===== src/rtl/alu_pkg.sv =====
// Shared definitions for the ALU result stage: opcode constants, default width,
// the buffered entry type and the skid-buffer occupancy states.
package alu_pkg;

   localparam int ALU_WIDTH = 4;

   localparam logic [2:0] ALU_SEL_ADD = 3'b000;
   localparam logic [2:0] ALU_SEL_SUB = 3'b001;
   localparam logic [2:0] ALU_SEL_AND = 3'b010;
   localparam logic [2:0] ALU_SEL_OR  = 3'b011;
   localparam logic [2:0] ALU_SEL_XOR = 3'b100;
   localparam logic [2:0] ALU_SEL_NOT = 3'b101;
   localparam logic [2:0] ALU_SEL_SHL = 3'b110;
   localparam logic [2:0] ALU_SEL_SHR = 3'b111;

   typedef struct packed {
      logic [ALU_WIDTH-1:0] result;
      logic [2:0]           sel;
      logic                 c;
      logic                 z;
      logic                 n;
   } alu_entry_t;

   typedef enum logic [1:0] {
      SKID_EMPTY,
      SKID_ONE,
      SKID_FULL
   } skid_state_e;

   // Carry only means something for arithmetic opcodes.
   function automatic logic carry_qualified(input logic [2:0] sel, input logic carry);
      return ((sel == ALU_SEL_ADD) || (sel == ALU_SEL_SUB)) ? carry : 1'b0;
   endfunction

endpackage


===== src/rtl/alu_skid_buffer.sv =====
// Generic 2-entry valid/ready skid buffer. MAIN drives the output; SKID holds the
// one extra entry so the producer is never stalled mid-transfer.
module alu_skid_buffer
   import alu_pkg::*;
#(
   parameter type    entry_t   = alu_entry_t,
   parameter entry_t RESET_VAL = '0
) (
   input  logic   clk,
   input  logic   rst,
   input  logic   in_valid,
   output logic   in_ready,
   input  entry_t in_data,
   output logic   out_valid,
   input  logic   out_ready,
   output entry_t out_data
);

   skid_state_e state_q, state_d;
   entry_t      main_q, main_d;
   entry_t      skid_q, skid_d;
   logic        in_xfer;
   logic        out_xfer;

   assign in_ready  = (state_q != SKID_FULL);
   assign out_valid = (state_q != SKID_EMPTY);
   assign out_data  = main_q;
   assign in_xfer   = in_valid && in_ready;
   assign out_xfer  = out_valid && out_ready;

   always_comb begin
      // NOTE: every output of this block gets its default first, so no path can infer a latch.
      state_d = state_q;
      main_d  = main_q;
      skid_d  = skid_q;
      unique case (state_q)
         SKID_EMPTY: begin
            if (in_xfer) begin
               main_d  = in_data;
               state_d = SKID_ONE;
            end
         end
         SKID_ONE: begin
            unique case ({in_xfer, out_xfer})
               2'b10: begin
                  skid_d  = in_data;
                  state_d = SKID_FULL;
               end
               2'b01: state_d = SKID_EMPTY;
               2'b11: main_d  = in_data;
               default: ;
            endcase
         end
         SKID_FULL: begin
            if (out_xfer) begin
               main_d  = skid_q;
               state_d = SKID_ONE;
            end
         end
         default: state_d = SKID_EMPTY;
      endcase
   end

   // NOTE: data registers are reset too, so the outputs show defined values straight out of reset.
   always_ff @(posedge clk or posedge rst) begin
      if (rst) begin
         state_q <= SKID_EMPTY;
         main_q  <= RESET_VAL;
         skid_q  <= RESET_VAL;
      end else begin
         state_q <= state_d;
         main_q  <= main_d;
         skid_q  <= skid_d;
      end
   end

endmodule


===== src/rtl/alu_result_stage.sv =====
// Registered output stage behind the ALU: derives Z/N/C at capture, buffers through a
// 2-entry skid, and keeps a sticky carry plus a wrapping count of delivered results.
module alu_result_stage
   import alu_pkg::*;
#(
   parameter int WIDTH   = ALU_WIDTH,
   parameter int COUNT_W = 8
) (
   input  logic               clk,
   input  logic               rst,
   input  logic               in_valid,
   output logic               in_ready,
   input  logic [WIDTH-1:0]   in_result,
   input  logic               in_carry,
   input  logic [2:0]         in_sel,
   output logic               out_valid,
   input  logic               out_ready,
   output logic [WIDTH-1:0]   out_result,
   output logic [2:0]         out_sel,
   output logic               out_c,
   output logic               out_z,
   output logic               out_n,
   output logic               sticky_c,
   input  logic               clear_sticky,
   output logic [COUNT_W-1:0] result_count
);

   typedef struct packed {
      logic [WIDTH-1:0] result;
      logic [2:0]       sel;
      logic             c;
      logic             z;
      logic             n;
   } entry_t;

   // An empty stage reports a zero result, hence z set at reset.
   localparam entry_t ENTRY_RESET = '{result: '0, sel: '0, c: 1'b0, z: 1'b1, n: 1'b0};

   entry_t             in_entry;
   entry_t             out_entry;
   logic               in_xfer;
   logic               out_xfer;
   logic               sticky_q, sticky_d;
   logic [COUNT_W-1:0] count_q, count_d;

   always_comb begin
      in_entry.result = in_result;
      in_entry.sel    = in_sel;
      in_entry.c      = carry_qualified(in_sel, in_carry);
      in_entry.z      = (in_result == '0);
      in_entry.n      = in_result[WIDTH-1];
   end

   alu_skid_buffer #(
      .entry_t   (entry_t),
      .RESET_VAL (ENTRY_RESET)
   ) u_skid (
      .clk       (clk),
      .rst       (rst),
      .in_valid  (in_valid),
      .in_ready  (in_ready),
      .in_data   (in_entry),
      .out_valid (out_valid),
      .out_ready (out_ready),
      .out_data  (out_entry)
   );

   assign out_result = out_entry.result;
   assign out_sel    = out_entry.sel;
   assign out_c      = out_entry.c;
   assign out_z      = out_entry.z;
   assign out_n      = out_entry.n;

   assign in_xfer  = in_valid && in_ready;
   assign out_xfer = out_valid && out_ready;

   always_comb begin
      sticky_d = sticky_q;
      count_d  = count_q;
      // A carry-1 capture outranks a simultaneous clear.
      if (in_xfer && in_entry.c) begin
         sticky_d = 1'b1;
      end else if (clear_sticky) begin
         sticky_d = 1'b0;
      end
      if (out_xfer) begin
         count_d = count_q + {{(COUNT_W-1){1'b0}}, 1'b1};
      end
   end

   // NOTE: sequential state uses non-blocking assignments so every flop samples pre-edge values.
   always_ff @(posedge clk or posedge rst) begin
      if (rst) begin
         sticky_q <= 1'b0;
         count_q  <= '0;
      end else begin
         sticky_q <= sticky_d;
         count_q  <= count_d;
      end
   end

   assign sticky_c     = sticky_q;
   assign result_count = count_q;

endmodule


===== config.mk =====
export PLATFORM = sky130hd
export DESIGN_NAME = alu_result_stage
export DESIGN_NICKNAME = d
export VERILOG_FILES = /design/src/rtl/alu_pkg.sv /design/src/rtl/alu_skid_buffer.sv /design/src/rtl/alu_result_stage.sv
export SDC_FILE = /design/constraint.sdc
export NUM_CORES = 1
export LEC_CHECK = 0
export ABC_AREA = 1
export CAP_MARGIN = 20
export CORE_ASPECT_RATIO = 0.8
export CORE_MARGIN = 2
export CORE_UTILIZATION = 52
export DETAILED_ROUTE_END_ITERATION = 12
export PLACE_DENSITY = 0.94
export SLEW_MARGIN = 20
export SYNTH_ARGS = -nofsm -noshare
export SYNTH_HDL_FRONTEND = slang
export SYNTH_SLANG_ARGS = --single-unit

===== constraint.sdc =====
create_clock -name clk -period 1.9 [get_ports clk]
set_input_delay 0.57 -clock clk [delete_from_list [all_inputs] [get_ports clk]]
set_output_delay 0.57 -clock clk [all_outputs]
set_load 0.03 [all_outputs]

==> metrics.yaml, run 1 <==
status: "finished, final reports clean"
clk_pin_slew_worst_paths_ns: 0.09
first_iter_violations: 64
synth_commonest_cells: "nand2_1 (72), dfrtp_1 (27), o21ai_1 (16)"
fin_worst_skew_ns: 0.0100
sw_frac_of_total_pct: 42.6
clock_sinks: 29
cp_max_fo: 4
hold_viol_final: 0
synth_nets: 189
worstSetupEndpointType: "primary output"
die_x_um: 62.9
clockBufferDepth: 2
ant_nets: 0
vias_per_cell: 4.66
syn_to_final_growth_pct: 29.6
p_int_uw: 1300
grt_antenna_before_repair: 0
rrSetupSlack_ns: 0.58
synth-seq-cells: 29
grt_pass1_wl_um: 4890
postSynthCellCount: 175
rows: 17
synth_area_um2: 1440
crit_start: "u_skid.state_q[0]$_DFFE_PP0P_"
synth_flop_cell: "dfrtp_1"
htree_levels: 2
postSynth.asyncResetShare_pct: 100
crit_end: "out_valid"
rr_endpoint: "u_skid.out_data[0]$_DFFE_PP0P_"
netlist.area_leader.share_pct: 46.8
slew-limit-headroom_pct: 75.7
dp_hpwl_um: 2110
worstHoldStart: "u_skid.out_data[7]$_DFFE_PP0P_"
syn_avg_cell_area_um2: 8.25
critPathKind: "reg2out"
track_usage_pct: 20.3
setup_viol: 0
coreArea_um2: 2700
tightestPinTransition_ns: 0.364
initial_core_util_pct: 53.5
synth_edf_count: 0
yosysMostFrequentCell: "nand2_1"
yosysWarnings: 0
holdCritPathClass: "reg2reg"
drive_above_1_share_pct: 17.2
final_util_pct: 69.3
nets: 234
drc_errors: 0
place_congestion: 0.907
grt_pass1_vias: 1121
maxCapViolations: 0
rsz0062_at_grt: "no"
io_buffers: 33
yosysTopAreaCell: "dfrtp_1"
cts.root.buffer_cell: "clkbuf_4"
clock_latency_ns: 0.32
p_sw_uw: 969
rr_worst_depth: 7
clkPwrFrac_pct: 14.8
min_period_ns: 1.82
cp-start-kind: "flop"
timing.fmax_mhz: 551
synthDistinctLibCells: 26
ir_worst_vdd_mv: 0.621
required_ns: 1.33
via_count: 1208
r2r-start: "u_skid.state_q[0]$_DFFE_PP0P_"
fillerInstances: 228
register_area_um2: 728
wl_per_cell_um: 10.7
num_io_pins: 34
multiInputGateArea_um2: 604
dieArea_um2: 3220
synth_area_leaders: "dfrtp_1 (47%), nand2_1 (19%), o21ai_1 (5.5%)"
setup_tns_ns: 0
overflow: 0
seq_power_share_pct: 42.1
die_y_um: 51.1
final_max_slew_viol_count: 0
cts_buffers: 5
diodes: 0
grt_max_degree: 30
cp.arrival_ns: 1.25
p_per_area_nw_per_um2: 1210
seq_area_frac_synth_pct: 50.4
dr.pass1.iters: 4
finalCritPeriodShare_pct: 95.6
drt-total-wl_um: 2760
cts_tree: "built"
share_comb_of_total_power_pct: 43.1
p_leak_uw: 0.000960
-- final cells by class --
class / instances / area share, %
multi-input cells: 122 / 32.3
inverters: 21 / 4.34
flip-flops and latches: 29 / 38.9
clock inverters: 2 / 0.535
repair buffers: 41 / 19.2
well taps: 38 / 2.54
clock buffers: 6 / 2.21
-- logic make-up after synthesis --
family / after synthesis / share of synthesized area (%)
AND/OR/NAND/NOR: 95 / 29.3
flip-flops: 29 / 50.4
buffers and inverters: 24 / 7.71
AO/OA/AOI/OAI: 22 / 9.27
XOR/XNOR: 4 / 2.43
adder cells (fa/ha/maj): 1 / 0.866
-- metal layers --
layer,vias up,wire length (µm),global-route usage [%]
met3,7,163,5.51
met1,520,1400,29.3
li1,636,-,-
met5,-,0,0
met2,45,1140,27.7
met4,0,53,11.1
-- per-stage QoR --
step	power (µW)	instances	cell area [µm²]	hold slack, ns	setup WS (ns)
2_1_floorplan	1630	175	1440	0.452	0.544
3_3_place_gp	2010	251	1850	0.456	0.0954
3_5_place_dp	2040	251	1850	0.466	0.0694
4_1_cts	2290	259	1880	0.481	0.0189
5_1_grt	2440	259	1870	0.509	0.0305
6_report	2270	259	1870	0.479	0.0843
-- power by group through the flow --
stage	clock network, µW	logic [µW]	registers [µW]
floorplan	0	425	1200
global placement	0	1050	963
detailed placement	0	1070	974
CTS	348	987	959
global route	380	1070	988
finish	336	980	958
-- placed cells by master (no fill, tap or decap), drive strengths merged --
cell / instances
inv: 21
nand2: 76
a21oi: 2
o22ai: 1
buf: 9
dlygate4sd2: 19
dfrtp: 27
clkbuf: 7
ha: 1
xnor2: 3
nand4: 2
nand3: 7
dfstp: 2
clkdlybuf4s50: 12
xor2: 1
o21ai: 19
clkinv: 2
nor2: 10
-- registers in the layout, summed over array words and instances, names as in the netlist --
name / cells
result_count: 8
sticky_c: 1
u_skid.skid_q: 9
u_skid.state_q: 2
u_skid.out_data: 9
-- worst max-delay path: stages (launching register included) --
cell and delay (ns):
dfrtp_1 0.43, buf_4 0.18, inv_2 0.07, nand2_4 0.07, buf_4 0.17
-- worst min path at each step --
| stage | end | slack (ns) | cells after the start |
|---|---|---|---|
| 6_report | u_skid.out_data[7]$_DFFE_PP0P_ | 0.48 | 2 |
| 3_3_place_gp | u_skid.out_data[7]$_DFFE_PP0P_ | 0.46 | 2 |
| 2_1_floorplan | u_skid.skid_q[1]$_DFFE_PP1P_ | 0.45 | 2 |
| 3_5_place_dp | u_skid.out_data[7]$_DFFE_PP0P_ | 0.47 | 2 |
| 4_1_cts | u_skid.out_data[1]$_DFFE_PP1P_ | 0.48 | 2 |
| 5_1_grt | u_skid.out_data[7]$_DFFE_PP0P_ | 0.51 | 2 |
-- what timing repair did --
| action | 4_1_cts | 5_1_grt |
|---|---|---|
| resized for setup | 21 | 1 |
| endpoints found under the setup margin | 20 | 1 |
| buffers inserted | 0 | 0 |
| hold buffers | 0 | 0 |
Note: power is estimated with default switching activity, not from simulation.
==> inputs of run 2 (changes only) <==
- PLACE_DENSITY: 0.94 -> 0.83
==> metrics.yaml, run 2 (same netlist as run 1, synthesis figures left out) <==
clock_sinks: 29  # unchanged
nets: 232  # was 234
clk_pin_slew_worst_paths_ns: 0.09  # about the same
cp-start-kind: "flop"  # unchanged
critPathKind: "reg2out"  # unchanged
drive_above_1_share_pct: 16.9  # was 17.2%
clockBufferDepth: 2  # unchanged
timing.fmax_mhz: 542  # was 551 MHz
io_buffers: 33  # unchanged
crit_family: "flip-flops"  # unchanged
dp_hpwl_um: 2350  # was 2110 µm
rsz0062_at_grt: "no"  # unchanged
track_usage_pct: 24.0  # was 20.3%
cpPeakStageDelay_ns: 0.55  # was 0.43 ns
diodes: 0  # unchanged
layout_common_cells: "nand2_1 (72), dfrtp_1 (27), dlygate4sd2_1 (19)"  # unchanged
place_congestion: 0.790  # was 0.907
cp.buffers_inverters: 1  # was 3
fillerInstances: 241  # was 228
min_period_ns: 1.85  # was 1.82 ns
dr.pass1.iters: 4  # unchanged
drt-total-wl_um: 3230  # was 2760 µm
htree_levels: 2  # unchanged
first_iter_violations: 48  # was 64
overflow: 0  # unchanged
grt_antenna_before_repair: 0  # unchanged
holdCritPathClass: "reg2reg"  # unchanged
die_x_um: 62.9  # unchanged
via_count: 1253  # was 1208
setup_tns_ns: 0  # unchanged
drc_errors: 0  # unchanged
post-cts-setup-buffers: 0  # unchanged
slew-limit-headroom_pct: 75.4  # was 75.7%
hold_buffers: 0  # unchanged
ir_worst_vdd_mv: 0.674  # was 0.621 mV
status: "finished, final reports clean"  # unchanged
grt_pass1_wl_um: 5670  # was 4890 µm
initial_core_util_pct: 53.5  # unchanged
setup_viol: 0  # unchanged
p_leak_uw: 0.000963  # was 0.000960 µW
syn_to_final_growth_pct: 30.8  # was 29.6%
cts_buffers: 5  # unchanged
holdWs_ns: 0.472  # was 0.479 ns
tightestPinTransition_ns: 0.369  # was 0.364 ns
fin_worst_skew_ns: 0.0110  # was 0.0100 ns
cts.root.buffer_cell: "clkbuf_4"  # unchanged
p_per_area_nw_per_um2: 1270  # was 1210 nW/µm²
clock_latency_ns: 0.34  # was 0.32 ns
final_common_cell: "nand2_1"  # unchanged
required_ns: 1.33  # about the same
hold_viol_final: 0  # unchanged
finalCritPeriodShare_pct: 97.1  # was 95.6%
final_max_slew_viol_count: 0  # unchanged
wl_per_cell_um: 12.6  # was 10.7 µm
crit_slowest_cell: "dfstp_2"  # was dfrtp_1
cts_tree: "built"  # unchanged
rows: 17  # unchanged
cp.arrival_ns: 1.28  # was 1.25 ns
num_io_pins: 34  # unchanged
grt_max_degree: 30  # unchanged
die_y_um: 51.1  # unchanged
ant_nets: 0  # unchanged
crit_chain: "dlygate4sd2_1"  # was buf_4 > inv_2 > nand2_4 > buf_4
worstSetupEndpointType: "primary output"  # unchanged
coreArea_um2: 2700  # unchanged
grt_pass1_vias: 1254  # was 1121
cp_max_fo: 2  # was 4
rrSetupSlack_ns: 0.57  # was 0.58 ns
dieArea_um2: 3220  # unchanged
maxCapViolations: 0  # unchanged
vias_per_cell: 4.88  # was 4.66
[run 2: power breakdown]
part	internal, µW	switching [µW]	total (µW)
Clock	214	221	435
Combinational	357	641	999
Sequential	815	145	959
[run 2: worst paths after layout]
kind,start,to,depth (start not counted)
setup reg to reg,u_skid.state_q[1]$_DFFE_PP0P_,u_skid.out_data[5]$_DFFE_PP0P_,7
min in group asynchronous,rst,u_skid.skid_q[4]$_DFFE_PP0P_,3
max in group asynchronous,rst,u_skid.skid_q[1]$_DFFE_PP1P_,3
setup / recovery,u_skid.out_data[1]$_DFFE_PP1P_,out_z,1
hold / removal,u_skid.out_data[8]$_DFFE_PP0P_,u_skid.out_data[8]$_DFFE_PP0P_,2
hold reg to reg,u_skid.out_data[8]$_DFFE_PP0P_,u_skid.out_data[8]$_DFFE_PP0P_,2
[run 2: per-stage QoR]
| stage | cells | area [µm²] | setup WS, ns | util (%) | power, µW |
|---|---|---|---|---|---|
| floorplan | 175 | 1440 | 0.544 | - | 1630 |
| global placement | 249 | 1850 | 0.0417 | 68.4 | 2020 |
| global route | 257 | 1890 | 0.00226 | 69.9 | 2560 |
| CTS | 257 | 1890 | 0.0467 | 70.1 | 2410 |
| detailed placement | 249 | 1850 | 0.0152 | 68.4 | 2070 |
| finish | 257 | 1890 | 0.0542 | 69.9 | 2390 |
[run 2: per-layer routing]
layer	track usage [%]	part of all wire (%)	vias up	wire, µm
li1	-	-	631	-
met1	27.9	44	583	1410
met2	39.4	50	35	1610
met3	8.37	5.1	4	164
met4	13.3	1.4	0	46
met5	0	0	-	0
[run 2: repair_timing]
action,in CTS,in global routing
pin swaps,0,0
setup endpoints to repair,20,1
gates resized for setup,22,2
[run 2: final cells by class]
| type | count | area, µm² | area share, % |
|---|---|---|---|
| Sequential cell | 29 | 728 | 38.6 |
| Multi-Input combinational cell | 122 | 604 | 32.0 |
| Timing Repair Buffer | 39 | 357 | 18.9 |
| Inverter | 21 | 81.3 | 4.31 |
| Clock buffer | 7 | 65.1 | 3.45 |
| Tap cell | 38 | 47.5 | 2.52 |
| Clock inverter | 1 | 5.00 | 0.265 |
==> inputs of run 3 (changes only) <==
- CORE_UTILIZATION: 52 -> 53
- PLACE_DENSITY: 0.83 -> 0.84
- SYNTH_HIERARCHICAL: unset -> 1
==> metrics.yaml, run 3 <==
dieArea_um2: 3270  # was 3220 µm²
crit_chain: "dlygate4sd2_1"  # unchanged
drt-total-wl_um: 3250  # was 3230 µm
setup_viol: 0  # unchanged
synthDistinctLibCells: 22  # was 26
yosysWarnings: 6  # was 0
hold_viol_final: 0  # unchanged
yosysMostFrequentCell: "nand2_1"  # unchanged
cp.buffers_inverters: 1  # unchanged
first_iter_violations: 53  # was 48
grt_pass1_wl_um: 5730  # was 5670 µm
fin_worst_skew_ns: 0.0124  # was 0.0110 ns
p_int_uw: 1300  # was 1390 µW
track_usage_pct: 23.3  # was 24.0%
clk_pin_slew_worst_paths_ns: 0.08  # was 0.09 ns
place_congestion: 0.817  # was 0.790
p_leak_uw: 0.00103  # was 0.000963 µW
p_sw_uw: 925  # was 1010 µW
yosysTopAreaCell: "dfrtp_1"  # unchanged
design_area_um2: 1910  # was 1890 µm²
worstSetupEndpointType: "primary output"  # unchanged
cts.root.buffer_cell: "clkbuf_4"  # unchanged
crit_slowest_cell: "dfstp_2"  # unchanged
register_area_um2: 778  # was 728 µm²
netlist.area_leader.share_pct: 48.4  # was 46.8%
overflow: 0  # unchanged
synth_area_um2: 1500  # was 1440 µm²
dp_hpwl_um: 2500  # was 2350 µm
cts_buffers: 5  # unchanged
nets: 243  # was 232
final_util_pct: 70.3  # was 69.9%
coreArea_um2: 2720  # was 2700 µm²
maxCapViolations: 0  # unchanged
ant_nets: 0  # unchanged
synth_edf_count: 0  # unchanged
seq_power_share_pct: 45.0  # was 40.1%
htree_levels: 2  # unchanged
rows: 17  # unchanged
share_comb_of_total_power_pct: 39.3  # was 41.7%
cp-start-kind: "flop"  # unchanged
synth_area_leaders: "dfrtp_1 (48%), nand2_1 (18%), nand3_1 (8.3%)"  # was dfrtp_1 (47%), nand2_1 (19%), o21ai_1 (5.5%)
p_per_area_nw_per_um2: 1160  # was 1270 nW/µm²
critPathKind: "reg2out"  # unchanged
grt_pass1_vias: 1276  # was 1254
status: "finished, final reports clean"  # unchanged
cp_max_fo: 2  # unchanged
syn_to_final_growth_pct: 27.7  # was 30.8%
io_buffers: 33  # unchanged
placed_area_um2: 1890  # was 1850 µm²
drc_errors: 0  # unchanged
clockBufferDepth: 2  # unchanged
min_period_ns: 1.81  # was 1.85 ns
syn_avg_cell_area_um2: 7.97  # was 8.25 µm²
synth-seq-cells: 31  # was 29
cts_tree: "built"  # unchanged
die_x_um: 63.5  # was 62.9 µm
timing.fmax_mhz: 551  # was 542 MHz
wl_per_cell_um: 12.2  # was 12.6 µm
dr.pass1.iters: 4  # unchanged
rsz0062_at_grt: "no"  # unchanged
synth_commonest_cells: "nand2_1 (70), dfrtp_1 (29), nand3_1 (25)"  # was nand2_1 (72), dfrtp_1 (27), o21ai_1 (16)
postSynth.asyncResetShare_pct: 100  # unchanged
final_max_slew_viol_count: 0  # unchanged
clkPwrFrac_pct: 15.6  # was 18.2%
multiInputGateArea_um2: 584  # was 604 µm²
slew-limit-headroom_pct: 74.4  # was 75.4%
final_common_cell: "nand2_1"  # unchanged
synth_nets: 202  # was 189
fillerInstances: 252  # was 241
ir_worst_vdd_mv: 0.787  # was 0.674 mV
sw_frac_of_total_pct: 41.5  # was 42.1%
grt_antenna_before_repair: 0  # unchanged
required_ns: 1.33  # about the same
postSynthCellCount: 188  # was 175
clock_latency_ns: 0.33  # was 0.34 ns
grt_max_degree: 23  # was 30
finalCritPeriodShare_pct: 95.5  # was 97.1%
tightestPinTransition_ns: 0.383  # was 0.369 ns
drive_above_1_share_pct: 11.4  # was 16.9%
initial_core_util_pct: 55.1  # was 53.5%
cp.arrival_ns: 1.24  # was 1.28 ns
cpPeakStageDelay_ns: 0.53  # was 0.55 ns
vias_per_cell: 4.82  # was 4.88
via_count: 1286  # was 1253
layout_common_cells: "nand2_1 (70), dfrtp_1 (29), nand3_1 (25)"  # was nand2_1 (72), dfrtp_1 (27), dlygate4sd2_1 (19)
num_io_pins: 34  # unchanged
clock_sinks: 31  # was 29
crit_family: "flip-flops"  # unchanged
synth_flop_cell: "dfrtp_1"  # unchanged
die_y_um: 51.6  # was 51.1 µm
holdCritPathClass: "reg2reg"  # unchanged
setup_tns_ns: 0  # unchanged
seq_area_frac_synth_pct: 51.9  # was 50.4%
diodes: 0  # unchanged
[run 3: cell types whose count changed in the layout (fill, tap and decap cells not counted), moves of 4 or more]
cell	previous run	this run
buf_4	6	11
inv_1	15	23
inv_2	5	1
nand3_1	6	25
nor2_1	7	3
o21ai_0	1	11
o21ai_1	16	1
[run 3: power groups by stage]
stage	Combinational (µW)	Clock (µW)	Sequential [µW]
after global placement	934	0	1010
after CTS	888	361	1010
final	877	349	1000
after floorplan	361	0	1230
after global routing	962	394	1030
after detailed placement	970	0	1020
[run 3: cells by family (layout without fill, tap and decap cells)]
kind of cell	after synthesis	in the layout	share of synthesized area, %
fa+ha+maj	1	1	0.835
mux	1	1	0.751
xor+xnor	4	4	2.34
compound gates	13	13	4.34
buf+inv	32	73	9.10
simple gates	106	106	30.7
flops	31	31	51.9
[run 3: tightest hold or removal path, cell delays in order, from the launching register on]
cell and delay [ns]:
dfstp_2 0.37, nand2_1 0.05, nand2_1 0.05
[run 3: per-layer routing]
metal  wire [µm]  up-vias  global-route usage (%)
met3         209        2                    8.01
li1            -      661                       -
met4          15        0                    5.43
met1        1440      590                    28.6
met5           0        -                       0
met2        1580       33                    40.4
[run 3: final cells by class]
cell class | count | share of cell area (%)
multi-input cells | 125 | 30.5
flip-flops and latches | 31 | 40.7
clock buffers | 7 | 2.35
well taps | 38 | 2.48
repair buffers | 42 | 19.3
inverters | 24 | 4.71
[run 3: final timing paths]
path / from / to / slack (ns) / cells after the start
min in group asynchronous: rst / result_count[5]$_DFFE_PP0P_ / 0.53 / 2
max in group asynchronous: rst / u_skid/out_data[1]$_DFFE_PP1P_ / 1.02 / 3
worst max-delay path: u_skid/out_data[1]$_DFFE_PP1P_ / out_z / 0.09 / 1
worst min-delay path: u_skid/out_data[1]$_DFFE_PP1P_ / u_skid/out_data[1]$_DFFE_PP1P_ / 0.48 / 2
worst max register to register: u_skid/state_q[1]$_DFFE_PP0P_ / result_count[6]$_DFFE_PP0P_ / 0.62 / 7
worst min register to register: u_skid/out_data[1]$_DFFE_PP1P_ / u_skid/out_data[1]$_DFFE_PP1P_ / 0.48 / 2
[run 3: timing repair]
| action | in CTS | in global routing |
|---|---|---|
| resized for setup | 19 | 0 |
| buffers inserted | 0 | 0 |
| endpoints found under the setup margin | 19 | 0 |
| hold buffers | 0 | 0 |
| hold endpoints to repair | 0 | 0 |
[run 3: per-stage QoR]
stage | hold WS [ns] | worst slack [ns] | cells | total power, µW
after CTS | 0.477 | 0.0758 | 267 | 2250
after detailed placement | 0.465 | 0.0887 | 260 | 1990
final | 0.475 | 0.0858 | 267 | 2230
after global routing | 0.493 | 0.0327 | 267 | 2380
after global placement | 0.466 | 0.141 | 260 | 1940
after floorplan | 0.398 | 0.553 | 188 | 1590
